==> config.mk <==
export PLATFORM = sky130hd
export DESIGN_NAME = decode_ctrl_pipe
export DESIGN_NICKNAME = d
export VERILOG_FILES = /design/src/rtl/decode_ctrl_pipe.sv
export SDC_FILE = /design/constraint.sdc
export NUM_CORES = 1
export LEC_CHECK = 0
export ABC_AREA = 0
export CAP_MARGIN = 20
export CORE_ASPECT_RATIO = 1.5
export CORE_UTILIZATION = 36
export CTS_BUF_LIST = sky130_fd_sc_hd__clkbuf_16
export DETAILED_ROUTE_END_ITERATION = 12
export GPL_ROUTABILITY_DRIVEN = 0
export MAX_ROUTING_LAYER = met4
export SLEW_MARGIN = 20
export SYNTH_ARGS = -nofsm -noshare
export SYNTH_HDL_FRONTEND = slang
export SYNTH_SLANG_ARGS = --single-unit
==> constraint.sdc <==
create_clock -name clk -period 2.6 [get_ports clk]
set_input_delay 0.52 -clock clk [delete_from_list [all_inputs] [get_ports clk]]
set_output_delay 0.52 -clock clk [all_outputs]
set_load 0.02 [all_outputs]
==> src/rtl/decode_ctrl_pipe.sv <==
// rtl/decode_ctrl_pipe.sv - registered RV32I decode stage with 2-entry skid buffer
// Decodes one instruction per cycle into a control bundle; EMPTY/FULL/SKID tracks occupancy.
module decode_ctrl_pipe #(
  parameter int DATA_WIDTH     = 32,
  parameter int ALU_CTRL_WIDTH = 4,
  parameter bit KILL_X0_WRITE  = 1'b1
) (
  input  logic                      clk,
  input  logic                      rst,
  input  logic                      in_valid,
  output logic                      in_ready,
  input  logic [DATA_WIDTH-1:0]     in_instr,
  input  logic [DATA_WIDTH-1:0]     in_pc,
  input  logic                      flush,
  output logic                      out_valid,
  input  logic                      out_ready,
  output logic [DATA_WIDTH-1:0]     out_instr,
  output logic [DATA_WIDTH-1:0]     out_pc,
  output logic [ALU_CTRL_WIDTH-1:0] out_alu_ctrl,
  output logic                      out_alu_src_b,
  output logic                      out_alu_src_a,
  output logic [2:0]                out_imm_src,
  output logic [1:0]                out_result_src,
  output logic                      out_reg_write,
  output logic                      out_mem_write,
  output logic                      out_mem_read,
  output logic                      out_branch,
  output logic                      out_jump,
  output logic                      out_jalr,
  output logic                      out_illegal
);

  localparam logic [ALU_CTRL_WIDTH-1:0] ALU_OPCODE_ADD  = ALU_CTRL_WIDTH'(0);
  localparam logic [ALU_CTRL_WIDTH-1:0] ALU_OPCODE_SUB  = ALU_CTRL_WIDTH'(1);
  localparam logic [ALU_CTRL_WIDTH-1:0] ALU_OPCODE_SLL  = ALU_CTRL_WIDTH'(2);
  localparam logic [ALU_CTRL_WIDTH-1:0] ALU_OPCODE_SLT  = ALU_CTRL_WIDTH'(3);
  localparam logic [ALU_CTRL_WIDTH-1:0] ALU_OPCODE_SLTU = ALU_CTRL_WIDTH'(4);
  localparam logic [ALU_CTRL_WIDTH-1:0] ALU_OPCODE_XOR  = ALU_CTRL_WIDTH'(5);
  localparam logic [ALU_CTRL_WIDTH-1:0] ALU_OPCODE_SRL  = ALU_CTRL_WIDTH'(6);
  localparam logic [ALU_CTRL_WIDTH-1:0] ALU_OPCODE_SRA  = ALU_CTRL_WIDTH'(7);
  localparam logic [ALU_CTRL_WIDTH-1:0] ALU_OPCODE_OR   = ALU_CTRL_WIDTH'(8);
  localparam logic [ALU_CTRL_WIDTH-1:0] ALU_OPCODE_AND  = ALU_CTRL_WIDTH'(9);
  localparam logic [ALU_CTRL_WIDTH-1:0] ALU_OPCODE_B    = ALU_CTRL_WIDTH'(10);

  typedef struct packed {
    logic [DATA_WIDTH-1:0]     instr;
    logic [DATA_WIDTH-1:0]     pc;
    logic [ALU_CTRL_WIDTH-1:0] alu_ctrl;
    logic                      alu_src_b;
    logic                      alu_src_a;
    logic [2:0]                imm_src;
    logic [1:0]                result_src;
    logic                      reg_write;
    logic                      mem_write;
    logic                      mem_read;
    logic                      branch;
    logic                      jump;
    logic                      jalr;
    logic                      illegal;
  } bundle_t;

  typedef enum logic [1:0] {S_EMPTY, S_FULL, S_SKID} state_t;

  state_t  r_state;
  logic    r_in_ready;
  bundle_t r_out;
  bundle_t r_skid;
  bundle_t w_dec;
  logic    w_legal;
  logic    w_accept;
  logic    w_drain;

  logic [6:0] w_opcode;
  logic [2:0] w_funct3;
  logic [6:0] w_funct7;

  assign w_opcode = in_instr[6:0];
  assign w_funct3 = in_instr[14:12];
  assign w_funct7 = in_instr[31:25];

  // alt selects SUB/SRA in the funct3 slots that have a second meaning
  function automatic logic [ALU_CTRL_WIDTH-1:0] alu_of(input logic [2:0] f3, input logic alt);
    logic [ALU_CTRL_WIDTH-1:0] op;
    op = ALU_OPCODE_ADD;
    case (f3)
      3'b000: op = alt ? ALU_OPCODE_SUB : ALU_OPCODE_ADD;
      3'b001: op = ALU_OPCODE_SLL;
      3'b010: op = ALU_OPCODE_SLT;
      3'b011: op = ALU_OPCODE_SLTU;
      3'b100: op = ALU_OPCODE_XOR;
      3'b101: op = alt ? ALU_OPCODE_SRA : ALU_OPCODE_SRL;
      3'b110: op = ALU_OPCODE_OR;
      3'b111: op = ALU_OPCODE_AND;
      default: op = ALU_OPCODE_ADD;
    endcase
    return op;
  endfunction

  always_comb begin
    w_dec       = '0;
    w_dec.instr = in_instr;
    w_dec.pc    = in_pc;
    w_legal     = 1'b1;
    case (w_opcode)
      7'b0110011: begin
        w_legal = (w_funct7 == 7'h00) ||
                  (w_funct7 == 7'h20 && (w_funct3 == 3'b000 || w_funct3 == 3'b101));
        w_dec.alu_ctrl  = alu_of(w_funct3, w_funct7 == 7'h20);
        w_dec.reg_write = 1'b1;
      end
      7'b0010011: begin
        if (w_funct3 == 3'b001)      w_legal = (w_funct7 == 7'h00);
        else if (w_funct3 == 3'b101) w_legal = (w_funct7 == 7'h00) || (w_funct7 == 7'h20);
        w_dec.alu_ctrl  = alu_of(w_funct3, (w_funct3 == 3'b101) && (w_funct7 == 7'h20));
        w_dec.alu_src_b = 1'b1;
        w_dec.reg_write = 1'b1;
      end
      7'b0000011: begin
        w_legal = (w_funct3 != 3'b011) && (w_funct3 != 3'b110) && (w_funct3 != 3'b111);
        w_dec.alu_src_b  = 1'b1;
        w_dec.result_src = 2'b01;
        w_dec.mem_read   = 1'b1;
        w_dec.reg_write  = 1'b1;
      end
      7'b0100011: begin
        w_legal = (w_funct3 <= 3'b010);
        w_dec.alu_src_b = 1'b1;
        w_dec.imm_src   = 3'b001;
        w_dec.mem_write = 1'b1;
      end
      7'b1100011: begin
        w_legal = (w_funct3 != 3'b010) && (w_funct3 != 3'b011);
        w_dec.alu_ctrl = ALU_OPCODE_SUB;
        w_dec.imm_src  = 3'b010;
        w_dec.branch   = 1'b1;
      end
      7'b1101111: begin
        w_dec.alu_src_a  = 1'b1;
        w_dec.alu_src_b  = 1'b1;
        w_dec.imm_src    = 3'b100;
        w_dec.result_src = 2'b10;
        w_dec.reg_write  = 1'b1;
        w_dec.jump       = 1'b1;
      end
      7'b1100111: begin
        w_legal = (w_funct3 == 3'b000);
        w_dec.alu_src_b  = 1'b1;
        w_dec.result_src = 2'b10;
        w_dec.reg_write  = 1'b1;
        w_dec.jump       = 1'b1;
        w_dec.jalr       = 1'b1;
      end
      7'b0110111: begin
        w_dec.alu_ctrl  = ALU_OPCODE_B;
        w_dec.alu_src_b = 1'b1;
        w_dec.imm_src   = 3'b011;
        w_dec.reg_write = 1'b1;
      end
      7'b0010111: begin
        w_dec.alu_src_a = 1'b1;
        w_dec.alu_src_b = 1'b1;
        w_dec.imm_src   = 3'b011;
        w_dec.reg_write = 1'b1;
      end
      7'b1110011: w_legal = (in_instr == 32'h0000_0073) || (in_instr == 32'h0010_0073);
      7'b0001111: w_legal = 1'b1;
      default:    w_legal = 1'b0;
    endcase
    if (!w_legal) begin
      w_dec         = '0;
      w_dec.instr   = in_instr;
      w_dec.pc      = in_pc;
      w_dec.illegal = 1'b1;
    end
    if (KILL_X0_WRITE && in_instr[11:7] == 5'd0) w_dec.reg_write = 1'b0;
  end

  assign w_accept = in_valid && r_in_ready;
  assign w_drain  = (r_state != S_EMPTY) && out_ready;

  always_ff @(posedge clk) begin
    if (rst) begin
      r_state    <= S_EMPTY;
      r_in_ready <= 1'b1;
      r_out      <= '0;
      r_skid     <= '0;
    end else if (flush) begin
      r_state    <= S_EMPTY;
      r_in_ready <= 1'b1;
    end else begin
      case (r_state)
        S_EMPTY: if (w_accept) begin
          r_out   <= w_dec;
          r_state <= S_FULL;
        end
        S_FULL: begin
          if (w_accept && w_drain) begin
            r_out <= w_dec;
          end else if (w_accept) begin
            r_skid     <= w_dec;
            r_state    <= S_SKID;
            r_in_ready <= 1'b0;
          end else if (w_drain) begin
            r_state <= S_EMPTY;
          end
        end
        S_SKID: if (w_drain) begin
          r_out      <= r_skid;
          r_state    <= S_FULL;
          r_in_ready <= 1'b1;
        end
        default: r_state <= S_EMPTY;
      endcase
    end
  end

  assign in_ready       = r_in_ready;
  assign out_valid      = (r_state != S_EMPTY);
  assign out_instr      = r_out.instr;
  assign out_pc         = r_out.pc;
  assign out_alu_ctrl   = r_out.alu_ctrl;
  assign out_alu_src_b  = r_out.alu_src_b;
  assign out_alu_src_a  = r_out.alu_src_a;
  assign out_imm_src    = r_out.imm_src;
  assign out_result_src = r_out.result_src;
  assign out_reg_write  = r_out.reg_write;
  assign out_mem_write  = r_out.mem_write;
  assign out_mem_read   = r_out.mem_read;
  assign out_branch     = r_out.branch;
  assign out_jump       = r_out.jump;
  assign out_jalr       = r_out.jalr;
  assign out_illegal    = r_out.illegal;

endmodule
# ---- Word level (Yosys, flattened, before mapping)
# Index checks and enable logic that the tools add are counted.
dict set report classes {
  magnitude_cmp 1
  eq_ne 33
  muxes 36
  n_bitwise 2
  reduce_logical 30
}
# op count
set op_table {}
lappend op_table {{$mux 82} 3}
lappend op_table {{$pmux 82 s3} 1}
lappend op_table {{$pmux 4 s8} 2}
lappend op_table {{$eq 32x21->1 const B} 1}
lappend op_table {{$eq 32x7->1 const B} 1}
lappend op_table {{$eq 7x6->1 const B} 4}
lappend op_table {{$eq 7x7->1 const B} 4}
lappend op_table {{$mux 1} 18}
lappend op_table {{$mux 18} 1}
lappend op_table {{$pmux 4 s4} 1}
lappend op_table {{$eq 7x5->1 const B} 2}
lappend op_table {{$reduce_or 7->1} 2}
lappend op_table {{$eq 3x3->1 const B} 4}
lappend op_table {{$pmux 3 s4} 1}
lappend op_table {{$reduce_and 4->1} 3}
lappend op_table {{$mux 2} 5}
lappend op_table {{$ne 2x2->1 const B} 5}
lappend op_table {{$ne 3x3->1 const B} 3}
lappend op_table {{$logic_and 1x1->1} 8}
lappend op_table {{$pmux 1 s8} 1}
lappend op_table {{$reduce_or 2->1} 4}
lappend op_table {{$eq 7x2->1 const B} 1}
lappend op_table {{$eq 7x4->1 const B} 1}
lappend op_table {{$logic_not 7->1} 1}
lappend op_table {{other kinds (18)} 25}
dict set report totals {
  ff_bits 167
  inputBits 69
  output_inout_bits 84
  wordCells 132
}

# ---- Depth between registers and ports, before layout
# Gate-level depths: netlist of run 1.
dict set report depth {
  word_depth 9
  mapped_depth 8
  ltp_nobuf 6
}

# ---- Least setup slack after synthesis of run 1
# No wires, ideal clock.
dict set report synth_path {
  path_kind {input-to-reg}
  startpoint {in in_instr[2]}
  endpoint {reg r_out, in the netlist out_reg_write}
  setup_ns 0.079
  arrival_ns 1.945
  t_required_ns 2.521
  slack_ns 0.576
  cell_stages 8
  path_buffers 2
  cell_sequence {buf_2 and4bb_1 nand4_1 or4_1 nand4_2 buf_6 nand4_1 a211oi_2}
}
dict set report synth_between {
  elab_chain_len 7
  elab_cells_between_ends 23
  classes_between {eq/ne: 13; mux: 7; reduce/logical: 3}
}
# element line
set synth_rtl {}
lappend synth_rtl {{start, declared} 12} ;# input logic [DATA_WIDTH-1:0] in_instr,
lappend synth_rtl {{$eq 32x7->1 (tied with other cells)} 165} ;# 7'b1110011: w_legal = (in_instr == 32'h0000_0073) || (in_instr == 32'h0010_0073);
lappend synth_rtl {{$logic_or 1x1->1 (tied with other cells)} 165}
lappend synth_rtl {{$pmux 1 s8 / $mux 1 (equally long branches)} 104} ;# case (w_opcode)
lappend synth_rtl {{$mux 18 (*)} 169} ;# if (!w_legal) begin
lappend synth_rtl {{$mux 1 (*)} 175} ;# if (KILL_X0_WRITE && in_instr[11:7] == 5'd0) w_dec.reg_write = 1'b0;
lappend synth_rtl {{$mux 82, on equally long branches} {197, 192}}
lappend synth_rtl {{$pmux 82 s3 (*)} 191} ;# case (r_state)
lappend synth_rtl {{end signal, assigned} 193} ;# r_out <= w_dec;
lappend synth_rtl {{end signal, assigned} 198} ;# r_out <= w_dec;
lappend synth_rtl {{end signal, assigned} 208} ;# r_out <= r_skid;
lappend synth_rtl {{end, declared} 66} ;# bundle_t r_out;
# Every way passes the cells marked *; elsewhere a longest branch is shown, timed or not. The select of a mux whose other input is x is not followed.
# A chain may end at the register's enable or synchronous reset.

# ---- Worst setup path after layout of run 1
dict set report layout_path {
  startpoint {in in_instr[25]}
  endpoint {reg r_skid[14] (netlist bit)}
}
dict set report layout_between {
  elab_chain_len 6
  elab_cells_between_ends 20
  classes_between {eq/ne: 3; mux: 11; reduce/logical: 6}
}
# element line
set layout_rtl {}
lappend layout_rtl {{$eq 7x6->1 / $logic_not 7->1 (equally long branches)} --}
lappend layout_rtl {{$logic_and 1x1->1 / $logic_or 1x1->1 (equally long branches)} {114, 113}}
lappend layout_rtl {{$mux 1, on equally long branches} {86, 91, 113}}
lappend layout_rtl {{$pmux 4 s8 / $mux 1 (equally long branches)} {85, 112}}
lappend layout_rtl {{$pmux 4 s4 / $pmux 1 s8 (equally long branches)} 104}
lappend layout_rtl {{$mux 18 (*)} 169}
lappend layout_rtl {{end signal, assigned} 200} ;# r_skid <= w_dec;
lappend layout_rtl {{end, declared} 67} ;# bundle_t r_skid;
# Every way passes the cells marked *; elsewhere a longest branch is shown, timed or not.

==> impl_results.rst, run 1 <==
.. list-table::
   :header-rows: 1

   * - Metric
     - Value
   * - Effective utilization at floorplan
     - 36.79%
   * - Drt first pass iters
     - 7
   * - Relative contribution of the clock network to total power
     - 41.7%
   * - Worst slew margin relative to its limit
     - 48.01%
   * - Family with the most delay on the worst path
     - simple AND/OR/NAND/NOR gates
   * - Worst path arrival time
     - 2.80 ns
   * - Vias in the first global route
     - 6,215
   * - Initial DRC Count
     - 472
   * - Stage delay of the slowest cell on the critical path
     - 0.53 ns
   * - Detailed-route vias per instance
     - 5.026
   * - CTS Hold Bufs
     - 0
   * - Count of nets left with antenna violations after detail routing
     - 0
   * - Critical Path RT
     - 2.94 ns
   * - Slew at the pin closest to its max-slew limit
     - 0.7798 ns
   * - Worst hold path type
     - reg -> reg
   * - Port Buffers
     - 152
   * - Depth of the CTS H-tree
     - 4
   * - Clock skew after layout
     - 0.006047 ns
   * - Post-synth top area cell
     - dfxtp_1
   * - Post-layout util
     - 51.70%
   * - Synth cell types
     - 46
   * - Fraction of power consumed by combinational cells
     - 14.6%
   * - Final total power
     - 6.084 mW
   * - Max Buffers Root-to-Sink
     - 2
   * - Sort of element at the end of the critical path
     - flop
   * - Clock transition at the registers of the reported paths
     - 0.06 ns
   * - Crit-path max FO
     - 11
   * - Maxcap violations
     - 0
   * - Clock net sink count
     - 163
   * - Fraction of synthesized cell area taken by the top area cell type
     - 47.82%
   * - Register area share after synthesis
     - 47.82%
   * - Gate count of the mapped netlist
     - 897
   * - Total standard cell area after synthesis
     - 6824 sq um
   * - Top-Level Pins
     - 153
   * - Dominant register cell in the synthesized netlist
     - dfxtp_1
   * - Root Buffer
     - clkbuf_16
   * - Sum Neg Setup Slack
     - 0 ns
   * - Vias post-DR
     - 6,609
   * - Synth Area per Inst
     - 7.608 sq um
   * - Final period util
     - 94.62%
   * - Placed wire-length estimate after detailed placement
     - 13,000 microns
   * - Most common cell after layout, fill and taps aside
     - nand2_1
   * - Share of post-route cells with drive strength above 1
     - 9.784%
   * - Area growth from synthesis to final layout
     - 40.50%
   * - Result of the run
     - completed
   * - Worst ir drop on vdd
     - 0.3414 mV
   * - Total of flip-flops plus latches after synthesis
     - 163
   * - Commonest cells after routing, fill and taps aside
     - nand2_1 (293), dfxtp_1 (163), clkdlybuf4s50_1 (151)
   * - Die Wd
     - 114.4 microns
   * - Setup bufs post-CTS
     - 0
   * - Number of enable flip-flop cells after synthesis
     - 0
   * - Portion of total power attributed to sequential cells
     - 43.8%
   * - Overall Global Routing Usage
     - 21.48%
   * - Proportion of register bits with asynchronous set or reset after synthesis
     - 0%
   * - Startpoint type of the worst setup path
     - primary input
   * - TritonCTS buffer count
     - 17
   * - Maximum number of pins on one net before global-route repair
     - 67
   * - Average routed wire per standard cell
     - 14.89 microns
   * - Overflow after GRT
     - 0
   * - Fin. max-slew vios
     - 0
   * - RSZ-0062 raised after global routing
     - no
   * - F_max
     - 406.5 MHz
   * - Clock tree from TritonCTS
     - yes
   * - Number of placement rows
     - 61
   * - Number of nets produced by synthesis
     - 966
   * - Count of endpoints failing hold in the final timing report
     - 0
   * - Antenna violations before repair
     - 0
   * - Power Internal
     - 4.538 mW
   * - Total number of nets in the final design
     - 1,120
   * - Largest cells by area after synthesis
     - dfxtp_1 (48%), nand2_1 (16%), a311oi_1 (9.0%)
   * - Final Routed Wirelength
     - 19,580 microns
   * - Die boundary height
     - 170.6 microns
   * - Final worst path period need
     - 2.460 ns
   * - Area of the die
     - 19,520 sq um
   * - Area taken by multi-input logic gates
     - 3256 sq um
   * - Switching part of the total
     - 25.41%
   * - Area of all sequential standard cells
     - 3263 sq um
   * - Crit path buf inv count
     - 2
   * - Reported net switching power
     - 1.546 mW
   * - Global-route wire length before repair
     - 31,800 microns
   * - # resized after CTS
     - 0
   * - Critical-path top delay cell
     - or4_1
   * - Pwr per Cell Area
     - 634.5 nW/um^2
   * - Setup Viol. Count Final
     - 0
   * - Number of diodes added for antenna fixing
     - 0
   * - Placeable Area
     - 18,550 sq um
   * - List of cells traversed by the critical path
     - clkdlybuf4s50_1 > nor4_1 > buf_4 > nand2_1 > or4_1 > nand4_2 > nand4b_1 > a311oi_1
   * - Number of warnings printed during yosys synthesis
     - 0
   * - LEAKAGE
     - 3.422 nW
   * - Later-pin clock latency in the skew report
     - 0.43 ns
   * - Residual DRC count
     - 0
   * - Fillers
     - 1,854
   * - Type of the worst setup path
     - in -> reg
-- synthesized netlist by cell type, types with 2 or more instances --
library cell	n
nand2_1	293
a311oi_1	70
buf_2	7
nor2_1	96
nand3_1	14
nor2b_1	5
nand4_1	6
and3b_1	2
a31oi_1	2
a21o_1	4
buf_4	2
a211oi_1	7
nand2b_1	5
a21oi_1	86
nand4b_1	3
xor2_1	2
buf_1	8
o21a_1	2
and2_1	3
nor3_1	10
or2_2	2
nor4_1	5
clkbuf_1	63
o21bai_1	2
dfxtp_1	163
o21ai_0	11
o211ai_1	5
-- logic make-up after synthesis --
logic type	share of synthesized area, %
compound gates	19.58
xor+xnor	0.2567
buf+inv	4.859
flops	47.82
simple gates	27.48
-- worst min-delay path: cells and delay by family, from the launching register on --
kind	cells	cell delay (ns)
AO/OA/AOI/OAI	1	0.05
flip-flops	1	0.31
AND/OR/NAND/NOR	1	0.05
-- state kept, by name, indices dropped and copies added, names as in the netlist, 2 cells and up --
register,flops
r_skid,80
out_alu_ctrl,4
out_instr,32
r_state,2
out_imm_src,3
out_pc,32
-- per-layer routing --
layer / global-route usage (%) / wire (microns) / up-vias
li1: - / - / 3385
met4: 8.075 / 395 / 0
met3: 4.003 / 713 / 27
met1: 24.49 / 8521 / 3041
met2: 37.15 / 9945 / 156
met5: - / 0 / -
-- power groups by stage --
stage / Combinational (mW) / Sequential [mW] / Clock (mW)
final: 0.886 / 2.66 / 2.53
after global routing: 0.966 / 2.67 / 2.71
after CTS: 0.895 / 2.66 / 2.60
after detailed placement: 0.892 / 2.72 / 0
after global placement: 0.890 / 2.72 / 0
after floorplan: 0.301 / 2.83 / 0
-- worst paths after layout --
check                                from                       end  slack [ns]  depth (start not counted)
setup / recovery             in_instr[25]   r_skid[14]$_SDFFE_PP0P_        0.14                          8
hold / removal    r_skid[17]$_SDFFE_PP0P_   r_skid[17]$_SDFFE_PP0P_        0.45                          2
setup reg to reg  r_state[1]$_SDFFE_PP0P_  out_illegal$_SDFFE_PP0P_        0.70                          6
hold reg to reg   r_skid[17]$_SDFFE_PP0P_   r_skid[17]$_SDFFE_PP0P_        0.45                          2
-- per-stage QoR --
stage	instance area (sq um)	hold slack, ns	instances	setup WS, ns
5_1_grt	9588	0.4644	1315	0.02747
6_report	9588	0.4513	1315	0.1400
3_5_place_dp	9000	0.4451	1284	-0.3458
2_1_floorplan	6824	0.4321	897	0.5758
3_3_place_gp	9000	0.4388	1284	-0.3003
4_1_cts	9588	0.4539	1315	0.1254
-- cell type report --
class,count,share of cell area [%]
clock buffer,17,4.437
clock inverter,14,1.696
inverter,1,0.03915
multi-input combinational,652,33.96
sequential,163,34.03
tap,252,3.289
timing repair buffer,216,22.55
Power figures use the tool's default switching activity.
==> run 2: changes to the inputs <==
--- a/config.mk
+++ b/config.mk
@@ -13,6 +13,7 @@
 export DETAILED_ROUTE_END_ITERATION = 12
 export GPL_ROUTABILITY_DRIVEN = 0
 export MAX_ROUTING_LAYER = met4
+export SETUP_SLACK_MARGIN = 0.15
 export SLEW_MARGIN = 20
 export SYNTH_ARGS = -nofsm -noshare
 export SYNTH_HDL_FRONTEND = slang
==> impl_results.rst, run 2 (same netlist as run 1, synthesis figures left out) <==
.. list-table::
   :header-rows: 1

   * - Metric
     - Value
   * - Result of the run
     - completed
   * - CTS Hold Bufs
     - 0 (unchanged)
   * - Sort of element at the end of the critical path
     - flop
   * - Clock tree from TritonCTS
     - yes
   * - Family with the most delay on the worst path
     - simple AND/OR/NAND/NOR gates
   * - Setup bufs post-CTS
     - 0 (unchanged)
   * - Worst setup timing slack at the placement stage
     - -0.3458 ns (unchanged)
   * - Placeable Area
     - 18,550 sq um (unchanged)
   * - Final worst path period need
     - 2.355 ns (-0.1049 ns)
   * - Drt first pass iters
     - 5 (-2)
   * - Worst hold path type
     - reg -> reg
   * - Global-route wire length before repair
     - 31,770 microns (about the same)
   * - GR met1 Demand/Resource
     - 24.45% (-0.044 points)
   * - RSZ-0062 raised after global routing
     - no
   * - Number of diodes added for antenna fixing
     - 0 (unchanged)
   * - Number of placement rows
     - 61 (unchanged)
   * - Final period util
     - 90.58% (-4.0 points)
   * - Placed wire-length estimate after detailed placement
     - 13,000 microns (unchanged)
   * - Grt met2 use
     - 37.15% (unchanged)
   * - Start point of the worst hold path
     - out_imm_src[1]$_SDFFE_PP0P_
   * - Crit Reg-Reg Startpoint
     - r_state[1]$_SDFFE_PP0P_
   * - Most heavily used metal layer in global routing
     - met2
   * - Worst path arrival time
     - 2.69 ns (-0.11 ns)
   * - List of cells traversed by the critical path
     - clkdlybuf4s50_1 > nor4_2 > buf_4 > nand2_1 > or4_1 > nand4_4 > nand4b_1 > a311oi_1
   * - Max reg flops
     - 80 (unchanged)
   * - Depth of the CTS H-tree
     - 4 (unchanged)
   * - Startpoint type of the worst setup path
     - primary input
   * - Count of endpoints failing hold in the final timing report
     - 0 (unchanged)
   * - Global-route track usage on met3
     - 4.003% (unchanged)
   * - Crit path buf inv count
     - 2 (unchanged)
   * - Residual DRC count
     - 0 (unchanged)
   * - Worst ir drop on vdd
     - 0.3409 mV (-0.13%)
   * - Maximum number of pins on one net before global-route repair
     - 67 (unchanged)
   * - Overflow after GRT
     - 0 (unchanged)
   * - Overall Global Routing Usage
     - 21.47% (about the same)
   * - Sum Neg Setup Slack
     - 0 ns (unchanged)
   * - Post-layout util
     - 51.81% (+0.11 points)
   * - Vias in the first global route
     - 6,210 (-0.080%)
   * - Critical Path RT
     - 2.94 ns (about the same)
   * - Most common cell after layout, fill and taps aside
     - nand2_1
   * - Critical-path top delay cell
     - or4_1
   * - Depth of the worst register-to-register path
     - 6 (unchanged)
   * - Slew at the pin closest to its max-slew limit
     - 0.7833 ns (+0.003447 ns)
   * - Endpoint, Worst Hold
     - out_imm_src[1]$_SDFFE_PP0P_
   * - Die boundary height
     - 170.6 microns (unchanged)
   * - F_max
     - 424.6 MHz (+4.5%)
   * - Worst hold path stage count
     - 2 (unchanged)
   * - Share of post-route cells with drive strength above 1
     - 9.972% (+0.19 points)
   * - Commonest cells after routing, fill and taps aside
     - nand2_1 (293), dfxtp_1 (163), clkdlybuf4s50_1 (151)
   * - Type of the worst setup path
     - in -> reg
   * - Total number of nets in the final design
     - 1,120 (unchanged)
   * - Crit-path max FO
     - 11 (unchanged)
   * - Final critical-path setup slack
     - 0.2449 ns (+0.1049 ns)
   * - Vias post-DR
     - 6,621 (+0.18%)
   * - Top-Level Pins
     - 153 (unchanged)
   * - Clock skew after layout
     - 0.006693 ns (+0.0006461 ns)
   * - Average routed wire per standard cell
     - 14.91 microns (+0.15%)
   * - Stage delay of the slowest cell on the critical path
     - 0.56 ns (+0.03 ns)
   * - Max Buffers Root-to-Sink
     - 2 (unchanged)
   * - Detailed-route vias per instance
     - 5.035 (+0.18%)
   * - Final Routed Wirelength
     - 19,610 microns (+0.15%)
   * - Antenna violations before repair
     - 0 (unchanged)
   * - LEAKAGE
     - 3.426 nW (+0.13%)
   * - Area of the die
     - 19,520 sq um (unchanged)
   * - Final total power
     - 6.085 mW (about the same)
   * - Initial DRC Count
     - 485 (+2.8%)
   * - Worst slew margin relative to its limit
     - 47.78% (-0.23 points)
   * - Largest Register
     - r_skid
   * - Final hold slack
     - 0.4523 ns (+0.0009960 ns)
   * - Port Buffers
     - 152 (unchanged)
   * - Area growth from synthesis to final layout
     - 40.81%
   * - Fin. max-slew vios
     - 0 (unchanged)
   * - Setup Viol. Count Final
     - 0 (unchanged)
   * - Clock net sink count
     - 163 (unchanged)
   * - TritonCTS buffer count
     - 17 (unchanged)
   * - Internal reg-to-reg setup slack
     - 0.70 ns (about the same)
   * - Maxcap violations
     - 0 (unchanged)
   * - Count of nets left with antenna violations after detail routing
     - 0 (unchanged)
   * - Pwr per Cell Area
     - 633.2 nW/um^2 (-0.20%)
   * - Root Buffer
     - clkbuf_16
   * - RR Endpoint
     - out_illegal$_SDFFE_PP0P_
   * - Clock transition at the registers of the reported paths
     - 0.06 ns (about the same)
   * - Effective utilization at floorplan
     - 36.79% (unchanged)
   * - Die Wd
     - 114.4 microns (unchanged)
   * - Later-pin clock latency in the skew report
     - 0.43 ns (about the same)
## run 2: cell counts in the layout (fill, tap and decap cells not counted)
Identical to the previous run, type by type.
## run 2: cell type report
class	count	area, sq um
multi-input cells	652	3277
clock buffers	17	425.4
fillers	1850	8937
flip-flops and latches	163	3263
well taps	252	315.3
repair buffers	216	2162
clock inverters	14	162.7
inverters	1	3.754
## run 2: metrics by stage
step | instances | instance area, sq um
final | 1315 | 9609
after global routing | 1315 | 9609
after CTS | 1315 | 9594
after detailed placement | 1284 | 9000
after global placement | 1284 | 9000
after floorplan | 897 | 6824
## run 2: how the worst max path moves through the flow
stage                                 end  cells past startpoint          from
3_5_place_dp      r_skid[14]$_SDFFE_PP0P_                      8  in_instr[25]
2_1_floorplan  out_reg_write$_SDFFE_PP0P_                      8   in_instr[2]
4_1_cts           r_skid[14]$_SDFFE_PP0P_                      8  in_instr[25]
6_report          r_skid[14]$_SDFFE_PP0P_                      8  in_instr[28]
5_1_grt           r_skid[14]$_SDFFE_PP0P_                      8  in_instr[26]
3_3_place_gp      r_skid[14]$_SDFFE_PP0P_                      8  in_instr[25]
## run 2: timing repair
item / CTS / global route
gates cloned: 0 / 0
gates resized for setup: 1 / 2
pin swaps: 0 / 1
endpoints found under the setup margin: 1 / 3
## run 2: routing by layer
layer  share of wire, %  wire length [microns]
met1                 44                   8531
met2                 51                  10000
met3                3.5                    681
met4                2.0                    388
met5                  0                      0
## run 2: where the power goes
group | internal (mW) | switching, mW
combinational | 0.434 | 0.454
clock | 1.50 | 1.03
sequential | 2.61 | 0.0583
## run 2: worst reg2reg max path: stages (launching register included)
cell and delay, ns:
dfxtp_1 0.52, and3b_1 0.25, o21bai_1 0.31, a21o_1 0.41, a21oi_1 0.08, o21a_1 0.12, nor3_1 0.15
